===== src/rtl/tlc_pkg.sv =====
// rtl/tlc_pkg.sv - shared encodings for the traffic light controller
package tlc_pkg;

    // Direction request encodings, identical to the master FSM's
    localparam logic [1:0] M_NS  = 2'b00;
    localparam logic [1:0] M_EW  = 2'b01;
    localparam logic [1:0] M_LT  = 2'b10;
    localparam logic [1:0] M_ILL = 2'b11;

    // Lamp group encodings {R,Y,G}
    localparam logic [2:0] L_RED = 3'b100;
    localparam logic [2:0] L_YEL = 3'b010;
    localparam logic [2:0] L_GRN = 3'b001;
    localparam logic [2:0] L_OFF = 3'b000;

    // Sequencer states; S_FLASH is only reachable with TLC_FLASH_EN
    typedef enum logic [1:0] {
        S_GREEN  = 2'b00,
        S_YELLOW = 2'b01,
        S_ALLRED = 2'b10,
        S_FLASH  = 2'b11
    } seq_state_e;

endpackage


===== src/rtl/tlc_phase_timer.sv =====
// rtl/tlc_phase_timer.sv - loadable phase down-counter with zero flag
module tlc_phase_timer #(
    parameter int                 TWIDTH  = 4,
    parameter logic [TWIDTH-1:0]  RST_VAL = '0
) (
    input  logic              clk_i,
    input  logic              rst_ni,
    input  logic              load_i,
    input  logic [TWIDTH-1:0] load_val_i,
    output logic [TWIDTH-1:0] cnt_o,
    output logic              zero_o
);

    logic [TWIDTH-1:0] cnt_q;
    logic [TWIDTH-1:0] cnt_d;

    // Load wins; otherwise count down and park at zero
    always_comb begin
        cnt_d = cnt_q;
        if (load_i) begin
            cnt_d = load_val_i;
        end else if (cnt_q != '0) begin
            cnt_d = cnt_q - 1'b1;
        end
    end

    // Counter register, reset to the first phase's preload
    always_ff @(posedge clk_i or negedge rst_ni) begin
        if (!rst_ni) begin
            cnt_q <= RST_VAL;
        end else begin
            cnt_q <= cnt_d;
        end
    end

    assign cnt_o  = cnt_q;
    assign zero_o = (cnt_q == '0);

endmodule


===== src/rtl/tlc_light_sequencer.sv =====
// rtl/tlc_light_sequencer.sv - lamp sequencer green/yellow/all-red, optional TLC_FLASH_EN flashing mode
module tlc_light_sequencer
    import tlc_pkg::*;
#(
    parameter int                TWIDTH  = 4,
    parameter logic [TWIDTH-1:0] G_MIN   = 4'd6,
    parameter logic [TWIDTH-1:0] Y_TIME  = 4'd3,
    parameter logic [TWIDTH-1:0] AR_TIME = 4'd2
) (
    input  logic       clk,
    input  logic       rst,
    input  logic [1:0] dir,
`ifdef TLC_FLASH_EN
    input  logic       flash,
`endif
    output logic       ok,
    output logic [2:0] light_ns,
    output logic [2:0] light_ew,
    output logic [2:0] light_lt
);

    localparam logic [TWIDTH-1:0] G_LOAD  = G_MIN - 1'b1;
    localparam logic [TWIDTH-1:0] Y_LOAD  = Y_TIME - 1'b1;
    localparam logic [TWIDTH-1:0] AR_LOAD = AR_TIME - 1'b1;

    seq_state_e        state_q;
    logic [1:0]        served_q;
    logic [1:0]        pending_q;
    logic              blink_q;

    logic [TWIDTH-1:0] cnt;
    logic              zero;
    logic              ld;
    logic [TWIDTH-1:0] ld_val;
    logic              flash_on;

`ifdef TLC_FLASH_EN
    assign flash_on = flash;
`else
    assign flash_on = 1'b0;
`endif

    // Transition events, shared by the timer control and the FSM
    logic go_yel, go_ar, go_grn, fl_enter, fl_exit, fl_tick;
    assign fl_enter = flash_on && (state_q != S_FLASH);
    assign fl_exit  = !flash_on && (state_q == S_FLASH);
    assign fl_tick  = flash_on && (state_q == S_FLASH) && zero;
    assign go_yel   = (state_q == S_GREEN) && zero && (dir != served_q) && (dir != M_ILL);
    assign go_ar    = (state_q == S_YELLOW) && zero;
    assign go_grn   = (state_q == S_ALLRED) && zero;

    // Select the preload for whichever phase is being entered
    always_comb begin
        ld     = 1'b0;
        ld_val = G_LOAD;
        if (fl_enter || fl_tick) begin
            ld     = 1'b1;
            ld_val = G_LOAD;
        end else if (fl_exit || go_ar) begin
            ld     = 1'b1;
            ld_val = AR_LOAD;
        end else if (go_yel) begin
            ld     = 1'b1;
            ld_val = Y_LOAD;
        end else if (go_grn) begin
            ld     = 1'b1;
            ld_val = G_LOAD;
        end
    end

    tlc_phase_timer #(
        .TWIDTH  (TWIDTH),
        .RST_VAL (G_LOAD)
    ) u_timer (
        .clk_i      (clk),
        .rst_ni     (rst),
        .load_i     (ld),
        .load_val_i (ld_val),
        .cnt_o      (cnt),
        .zero_o     (zero)
    );

    // Phase FSM: served/pending bookkeeping and flash blink phase
    always_ff @(posedge clk or negedge rst) begin
        if (!rst) begin
            state_q   <= S_GREEN;
            served_q  <= M_NS;
            pending_q <= M_NS;
            blink_q   <= 1'b1;
        end else if (fl_enter) begin
            state_q   <= S_FLASH;
            blink_q   <= 1'b1;
        end else if (fl_exit) begin
            state_q   <= S_ALLRED;
            pending_q <= M_NS;
        end else if (fl_tick) begin
            blink_q   <= !blink_q;
        end else if (go_yel) begin
            state_q   <= S_YELLOW;
            pending_q <= dir;
        end else if (go_ar) begin
            state_q   <= S_ALLRED;
        end else if (go_grn) begin
            state_q   <= S_GREEN;
            served_q  <= pending_q;
        end
    end

    // Moore lamp and ok decode from state registers and counter
    always_comb begin
        ok       = 1'b0;
        light_ns = L_RED;
        light_ew = L_RED;
        light_lt = L_RED;
        case (state_q)
            S_GREEN: begin
                ok       = zero;
                light_ns = (served_q == M_NS) ? L_GRN : L_RED;
                light_ew = (served_q == M_EW) ? L_GRN : L_RED;
                light_lt = (served_q == M_LT) ? L_GRN : L_RED;
            end
            S_YELLOW: begin
                light_ns = (served_q == M_NS) ? L_YEL : L_RED;
                light_ew = (served_q == M_EW) ? L_YEL : L_RED;
                light_lt = (served_q == M_LT) ? L_YEL : L_RED;
            end
            S_FLASH: begin
                light_ns = blink_q ? L_YEL : L_OFF;
                light_ew = blink_q ? L_RED : L_OFF;
                light_lt = blink_q ? L_RED : L_OFF;
            end
            default: begin
                ok = 1'b0;
            end
        endcase
    end

endmodule

===== config.mk =====
export PLATFORM = sky130hd
export DESIGN_NAME = tlc_light_sequencer
export DESIGN_NICKNAME = d
export VERILOG_FILES = /design/src/rtl/tlc_pkg.sv /design/src/rtl/tlc_phase_timer.sv /design/src/rtl/tlc_light_sequencer.sv
export SDC_FILE = /design/constraint.sdc
export NUM_CORES = 1
export LEC_CHECK = 0
export ABC_CLOCK_PERIOD_IN_PS = 2200
export BUFFER_PORTS_ARGS = -buffer_cell sky130_fd_sc_hd__buf_4
export CAP_MARGIN = 15
export CORE_AREA = 2 2 39 41
export CTS_BUF_LIST = sky130_fd_sc_hd__clkbuf_4 sky130_fd_sc_hd__clkbuf_8
export CTS_CLUSTER_DIAMETER = 40
export DETAILED_ROUTE_END_ITERATION = 6
export DIE_AREA = 0 0 41 43
export PLACE_DENSITY = 0.75
export SYNTH_ARGS = -nofsm -noshare
export SYNTH_HDL_FRONTEND = slang
export SYNTH_SLANG_ARGS = --single-unit

===== constraint.sdc =====
create_clock -name clk -period 2.2 [get_ports clk]
set_input_delay 0.11 -clock clk [delete_from_list [all_inputs] [get_ports clk]]
set_output_delay 0.11 -clock clk [all_outputs]
set_load 0.005 [all_outputs]

==> results.txt, run 1 <==
- In this run the horizontal extent of the chip is 41 um.
* Leakage: 0.383 nW
- Outcome: finished clean
- Port bufs: 13
- Timing would allow up to 590 MHz.
- For the pin with the worst max-slew slack, the measured transition is 0.422 ns.
- Counting flops with a built-in enable in the synthesized netlist gives 0.
* Syn Nets: 81
* Max transition margin: 71.9%
- The most used flip-flop cell after synthesis is dfrtp_1.
- Internal power contribution: 0.704 mW
* GRT Overall Usage: 21.2%
- Total half-perimeter wirelength after legalization and detailed placement: 1070 um
- The synthesized netlist contains 36 unique library cells.
* Number of hold violations in the final report: 0
* Classification of the worst-slack hold path: in -> reg
* Start point of the critical path: u_timer.cnt_o[0]$_DFFE_PN1P_
- Type of element launching the critical path: flop
- Using the TritonRoute via totals, the vias-per-cell ratio works out to 5.99.
- Diodes inserted: 0
* Area overhead of the layout relative to synthesis: 21.2%
* Share of synthesized registers carrying an async set or reset: 100%
* Die outline height: 43 um
- In the final design database the tool counted 96 nets.
* Start point of the worst min-delay path: dir[1]
- The initial antenna violation count was 0.
- Buffers inserted during clock tree synthesis total 3.
* Number of fill cells in the layout: 125
* Post-Syn Instances: 75
* Switching power total: 0.477 mW
* Synth top area cells: dfrtp_1 29%, dfstp_2 7.7%, o21ai_0 4.4%, a21oi_1 3.7%, ha_1 3.7%
* Count of yosys warnings during synthesis: 0
* Global route overflow: 0
* Sequential cell area fraction in the yosys report: 36.9%
- Combinational fraction of design power: 49.6%
- For the worst setup path, the data required time is 2.09 ns.
* Total of endpoints with negative setup slack in the final report: 0
* Detailed Route WL: 1410 um
- The synthesized design contains 10 register bits.
* Number of global-route vias before repair: 559
* I/O pin cnt: 14
- The worst setup path is of the reg -> out kind.
- Summed over all failing endpoints, the final setup total negative slack is 0 ns.
- Final ANT Viol Nets: 0
- Subtracting the final worst setup slack from the clock period gives 1.69 ns.
- The cell area that synthesis handed to floorplanning was 684 um^2.
* Pin count of the biggest net entering global routing: 15
- CTS built an H-tree with a depth of 1.
- Share of post-route cells with drive strength above 1: 31.5%
* Root cell of the clock tree: clkbuf_4
* Wire length of the first global-routing pass: 2550 um
* Largest fanout of any net on the critical path: 7
- The worst register-to-register path begins at u_timer.cnt_o[0]$_DFFE_PN1P_.
- Routed length per instance: 13.4 um
- Once layout is done, the placed cells without fillers occupy 830 um^2.
- The clock reaches the later pin of the worst-skew pair after 0.27 ns.
- Data arrival at the endpoint of the critical path: 1.58 ns
- TritonCTS built the clock tree.
- VDD sags by at most 0.000790 V.
- For this block, the initial DRC count from the detailed router was 16.
- Number of sinks on the clock net: 10
- Clock skew: 0.00104 ns
- The floorplan has 14 rows.
- Floorplan die area: 1760 um^2
* Cell Pwr Density: 1420 nW/um^2
- At the end of routability-driven placement, the weighted congestion stood at 0.829.
- Clock-pin slew was measured on the worst setup and hold paths at 0.06 ns.
* Post-detailed-placement cell area: 783 um^2
- Capturing element type of the critical path: output port
- For this run, the detailed router's first-pass iteration total came to 4.
* Total vias in the final route: 629
* Core area: 1380 um^2
- Count of final max-slew check failures: 0
- After detailed routing, the number of remaining DRC violations is 0.
- Fraction of power consumed by sequential logic: 36.4%
- Initial Utilization: 49.5%
* Commonest cells post-synth: 8 x dfrtp_1, 6 x nand2_1, 6 x o21ai_0
- Max_cap viols: 0
- The clock network burns 14.0% of the power.
- Gates resized, CTS repair: 0
* Most repeated cell in the gate-level netlist after synthesis: dfrtp_1
- After synthesis, the largest area contributor takes up 29.3% of total cell area.
* Setup repair after global routing missed its margin: no
* Avg Synthesized Cell Area: 9.13 um^2
- After layout, the worst path uses 77.0% of the clock period.
- Buffer levels on the longest clock path: 2
- Biggest area consumer among synthesized cells: dfrtp_1
* Switching share of power: 40.4%
[worst max-delay path, stage by stage (launching register included)]
cell	delay [ns]
dfstp_2	0.55
inv_1	0.07
ha_1	0.21
nor3b_4	0.18
nand2_4	0.12
clkinv_4	0.06
buf_4	0.13
[stage by stage]
stage,util [%],std cells,setup WS (ns),hold WS (ns),power [mW]
floorplan,-,75,0.649,-0.186,0.842
global placement,56.6,100,0.606,-0.0577,0.999
detailed placement,56.6,100,0.517,-0.0559,1.02
CTS,59.9,105,0.495,0.105,1.19
global route,59.9,105,0.405,0.127,1.29
finish,59.9,105,0.505,0.109,1.18
[power groups by stage]
stage | Combinational [mW] | Sequential (mW) | Clock [mW]
finish | 0.586 | 0.429 | 0.165
global route | 0.656 | 0.449 | 0.181
CTS | 0.591 | 0.427 | 0.167
detailed placement | 0.586 | 0.430 | 0
global placement | 0.568 | 0.430 | 0
floorplan | 0.496 | 0.346 | 0
[layout by cell type, fill, tap and decap left out, types with 3 or more instances in the layout]
cell / instances
dfrtp_1: 8
nand2_1: 6
a21oi_1: 5
o21ai_0: 6
inv_1: 5
nor2_1: 5
clkbuf_4: 3
buf_4: 13
[registers in the layout, indices dropped and copies added (netlist names)]
name and count:
u_timer.cnt_o 4, served_q 2, pending_q 2, state_q 2
[cell type report]
| class | instances | area [um^2] | share of cell area, % |
|---|---|---|---|
| inverters | 6 | 27.5 | 3.32 |
| multi-input cells | 55 | 385 | 46.5 |
| flip-flops and latches | 10 | 253 | 30.5 |
| well taps | 16 | 20.0 | 2.41 |
| clock buffers | 4 | 36.3 | 4.37 |
| repair buffers | 14 | 108 | 13.0 |
[routing by layer]
metal	vias up	part of all wire (%)	track usage (%)
met5	-	0	0
met4	0	2.1	8.67
met3	5	4.7	7.85
met2	17	52	30.9
met1	307	41	27.3
li1	300	-	-
[repair_timing]
action,4_1_cts,5_1_grt
hold endpoints to repair,10,0
setup buffers,0,0
hold buffers,1,0
[path summary, 6_finish.rpt]
path	slack [ns]	cells after the start	end
setup / recovery	0.51	6	ok
hold / removal	0.11	2	pending_q[0]$_DFFE_PN0P_
max in group asynchronous	1.78	2	u_timer.cnt_o[2]$_DFFE_PN1P_
min in group asynchronous	0.20	2	pending_q[0]$_DFFE_PN0P_
setup reg to reg	0.52	6	pending_q[1]$_DFFE_PN0P_
hold reg to reg	0.54	1	served_q[0]$_DFFE_PN0P_
[kinds of logic after synthesis]
kind of cell,share of synthesized area [%]
simple gates,24.1
compound gates,22.7
buf+inv,6.76
flops,36.9
xor+xnor,2.56
mux,3.29
fa+ha+maj,3.66
No activity file was read; power rests on OpenSTA's default activity.
==> run 2, diff against run 1 <==
- ABC_AREA: default -> 1
- ABC_CLOCK_PERIOD_IN_PS: 2200 -> 1650
- PLACE_DENSITY: 0.75 -> 0.7
- clock period: 2.2 -> 1.65 ns (I/O delays scaled with it)
==> run 2 against run 1 <==
Net effect:
- final cell count is 2.9% higher
- register-to-register slack worse by 0.31 ns
- non-clock buffer count unchanged
- utilization fell by 3.9 points
- clock skew increased by 0.0033 ns
- clock power grew 35%
- highest routed layer is now met3
- sequential power increased by 10%
- total power up 22%
- clock-buffer cell count unchanged
- hold slack improved by 0.029 ns
- largest power group unchanged
- die area stayed put
- critical endpoint unchanged
- sequential cell count unchanged
==> results.txt, run 2 <==
- Outcome: finished clean (unchanged).
- The predominant post-synthesis flop cell is dfrtp_1 (unchanged).
- Commonest cells after routing, fill and taps aside: 14 x nand2_1, 13 x buf_4, 10 x inv_1, 8 x dfrtp_1, 6 x nor2_1 (was 13 x buf_4, 8 x dfrtp_1, 6 x nand2_1, 6 x o21ai_0).
* Diodes inserted: 0 (unchanged)
- The final number of max-transition violations came to 0 (unchanged).
- Wire length of the first global-routing pass: 1970 um (was 2550 um)
* Max_cap viols: 0 (unchanged)
- End of the worst register-to-register path: u_timer.cnt_o[2]$_DFFE_PN1P_ (was pending_q[1]$_DFFE_PN0P_)
- The share of power burned in the clock network came to 15.5% (was 14.0%).
* Port bufs: 13 (unchanged)
* Type of element launching the critical path: flop (unchanged)
- Classification of the worst-slack hold path: in -> reg (unchanged)
- The detailed-route DRC error count is 0 (unchanged).
- Post-route fraction of the period consumed by the critical path: 90.3%
* Number of storage elements in the synthesis netlist: 10 (unchanged)
- The residual antenna-violating net count after detailed routing is 0 (unchanged).
- The total instance count after detailed placement came to 103 (was 100).
- Timing-limited maximum frequency: 671 MHz
- The global-route met2 utilization was 24.7% (was 30.9%).
- Switching share of power: 41.8% (was 40.4%)
- The largest net degree at the start of global routing is 11 (was 15).
- Rows: 14 (unchanged)
- Least-Margin Pin Slew: 0.217 ns (was 0.422 ns)
* Max transition margin: 85.4% (was 71.9%)
- Setup repair after global routing missed its margin: no (unchanged)
- Hold path endpoint: pending_q[1]$_DFFE_PN0P_ (was pending_q[0]$_DFFE_PN0P_)
- Total vias in the final route: 539 (was 629)
* Most repeated cell in the gate-level netlist after synthesis: nand2_1 (was dfrtp_1)
* Post-Syn Instances: 74 (was 75)
* Initial Utilization: 44.2% (was 49.5%)
* Root cell of the clock tree: clkbuf_4 (unchanged)
- Core area: 1380 um^2 (unchanged)
- The number of H-tree levels is 1 (unchanged).
- The number of enable-type register cells in the synthesized netlist came to 0 (unchanged).
* Synth top area cells: dfrtp_1 33%, dfstp_2 8.6%, nand2_1 8.6%, inv_1 6.1%, nand2_4 5.5% (was dfrtp_1 29%, dfstp_2 7.7%, o21ai_0 4.4%, a21oi_1 3.7%, ha_1 3.7%)
* Horizontal extent of the die: 41 um (unchanged)
- The sequential share of the synthesized area came to 41.3% (was 36.9%).
- The die outline area is 1760 um^2 (unchanged).
- Die outline height: 43 um (unchanged)
- The layout overhead on the synthesized area was 26.8% (was 21.2%).
- The average cell area after synthesis is 8.27 um^2 (was 9.13 um^2).
- Clock tree from TritonCTS: done (unchanged)
- The post-synthesis net count was 80 (was 81).
- The share of Yosys cell area claimed by the top area cell type was 32.7% (was 29.3%).
- The total overflow reported by the global router came to 0 (unchanged).
* Number of sinks on the clock net: 10 (unchanged)
- The depth of the worst register-to-register path is 7 (was 6).
* Commonest cells post-synth: 14 x nand2_1, 10 x inv_1, 8 x dfrtp_1, 6 x nor2_1 (was 8 x dfrtp_1, 6 x nand2_1, 6 x o21ai_0)
- Routed length per instance: 10.9 um (was 13.4 um)
- Share of synthesized registers carrying an async set or reset: 100% (unchanged)
- Start point of the worst min-delay path: dir[1] (unchanged)
* Final Instance Count excl. Fillers: 108 (was 105)
* Max rail drop VDD: 0.000806 V (was 0.000790 V)
* Clock skew: 0.00438 ns (was 0.00104 ns)
* Number of fill cells in the layout: 137 (was 125)
* Leakage: 0.424 nW (was 0.383 nW)
- Detailed Route WL: 1170 um (was 1410 um)
- The global placement routability congestion is 0.713 (was 0.829).
- The relative contribution of sequential cells to total power came to 32.7% (was 36.4%).
* Buffer levels on the longest clock path: 2 (unchanged)
- The violation count after the first detailed-routing iteration is 7 (was 16).
- Flip-flop count of the largest register after layout: 4 (unchanged)
- The clock latency reported for the late side of the worst-skew pair was 0.27 ns (about the same).
- The CTS clock-pin slew for the worst setup and hold paths is 0.07 ns (was 0.06 ns).
* R2R setup slack: 0.21 ns (was 0.52 ns)
- The design internal power is 0.840 mW (was 0.704 mW).
* Combinational fraction of design power: 51.8% (was 49.6%)
- Required arrival time at the worst endpoint: 1.57 ns (was 2.09 ns)
* Post-CTS setup-driven buffer insertion count: 0 (unchanged)
- The number of distinct standard cells referenced by the synthesized netlist is 23 (was 36).
* Minimum clock period after layout: 1.49 ns
- Number of global-route vias before repair: 477 (was 559)
* Biggest area consumer among synthesized cells: dfrtp_1 (unchanged)
- The mapped cell area came to 612 um^2 (was 684 um^2).
- The critical path arrival came to 1.41 ns (was 1.58 ns).
* I/O pin cnt: 14 (unchanged)
- The class of the most critical setup path was reg -> out (unchanged).
- Ratio of routed vias to standard cells: 4.99 (was 5.99)
- GRT Overall Usage: 16.8% (was 21.2%)
- The beginning of the worst register-to-register path is u_timer.cnt_o[0]$_DFFE_PN1P_ (unchanged).
* Share of post-route cells with drive strength above 1: 34.8% (was 31.5%)
- Number of antenna violations at the first check in global routing: 0 (unchanged)
- Number of hold violations in the final report: 0 (unchanged)
* Capturing element type of the critical path: output port (unchanged)
- Final Net Count: 99 (was 96)
- Met1 Use GR: 21.8% (was 27.3%)
- The power spent charging and discharging nets was 0.604 mW (was 0.477 mW).
* Count of yosys warnings during synthesis: 0 (unchanged)
- Cell Pwr Density: 1860 nW/um^2 (was 1420 nW/um^2)
- The final-report setup violation count is 0 (unchanged).
- The maximum fanout count along the critical path was 5 (was 7).
- Sum of negative setup slack: 0 ns (unchanged)
- Total half-perimeter wirelength after legalization and detailed placement: 948 um (was 1070 um)
- Most common cell after layout, fill and taps aside: nand2_1 (was buf_4)
- The TritonCTS buffer count came to 3 (unchanged).
- The highest-utilization routing layer at the global route stage is met2 (unchanged).
- Worst Hold Path Cells: 3 (was 2)
- The first-pass detailed-route iteration total came to 3 (was 4).
- Met3 layer usage reported by global route: 6.28% (was 7.85%)
==> run 2: changes by cell type after synthesis, sizes merged, moves of 2 or more <==
cell,previous run,this run
o21bai,2,0
nand3,1,6
or3,2,0
nor2,6,9
a21oi,5,1
and4,2,0
nand2,7,18
clkbuf,2,0
and4b,2,0
mux2,2,0
buf,2,0
a2bb2oi,2,0
inv,5,14
o311ai,2,0
==> run 2: how the worst max path moves through the flow <==
stage,from,endpoint,cells after the start
finish,u_timer.cnt_o[0]$_DFFE_PN1P_,ok,5
global route,u_timer.cnt_o[0]$_DFFE_PN1P_,u_timer.cnt_o[2]$_DFFE_PN1P_,7
CTS,u_timer.cnt_o[0]$_DFFE_PN1P_,ok,5
detailed placement,u_timer.cnt_o[0]$_DFFE_PN1P_,u_timer.cnt_o[2]$_DFFE_PN1P_,7
global placement,u_timer.cnt_o[0]$_DFFE_PN1P_,u_timer.cnt_o[2]$_DFFE_PN1P_,7
floorplan,u_timer.cnt_o[0]$_DFFE_PN1P_,u_timer.cnt_o[2]$_DFFE_PN1P_,7
==> run 2: logic make-up (layout without fill, tap and decap cells) <==
kind of cell    Yosys count  count (layout)  synth area share (%)
simple gates             35              35                  32.3
buf+inv                  14              32                  8.59
compound gates           11              11                  10.8
flops                    10              10                  41.3
fa+ha+maj                 2               2                  4.09
xor+xnor                  2               2                  2.86
==> run 2: what timing repair did <==
item	in CTS	in global routing
gates resized for setup	0	0
hold buffers	1	0
endpoints found under the hold margin	10	0
==> run 2: area by class of cell <==
cell class | instances | area, um^2 | area share (%)
multi-input combinational | 50 | 307 | 39.5
tap | 16 | 20.0 | 2.58
sequential | 10 | 253 | 32.6
clock buffer | 4 | 36.3 | 4.68
timing repair buffer | 14 | 108 | 13.9
inverter | 14 | 52.6 | 6.77
==> run 2: worst max-delay path: stages, from the launching register on <==
cell     delay, ns
dfstp_2       0.56
inv_1         0.06
ha_1          0.22
nand2_4       0.12
nor2_8        0.05
buf_4         0.13
==> run 2: power groups by stage <==
stage	clock network (mW)	logic [mW]	registers (mW)
6_report	0.223	0.749	0.472
5_1_grt	0.245	0.856	0.485
4_1_cts	0.231	0.760	0.471
3_5_place_dp	0	0.756	0.475
3_3_place_gp	0	0.753	0.470
2_1_floorplan	0	0.550	0.451
==> run 2: per-layer routing <==
metal  vias to the layer above  part of all wire [%]
met2                        10                    50
met5                         -                     0
met3                         0                   4.3
met4                         0                     0
met1                       255                    45
li1                        274                     -
==> run 2: metrics by stage <==
step,hold slack [ns],setup WS [ns],power [mW],area [um^2],utilization (%)
after floorplan,-0.213,0.334,1.00,612,-
after global placement,-0.0838,0.286,1.22,729,52.7
after detailed placement,-0.0826,0.246,1.23,729,52.7
after CTS,0.133,0.150,1.46,776,56.1
after global routing,0.141,0.0929,1.59,776,56.1
final,0.138,0.160,1.44,776,56.1
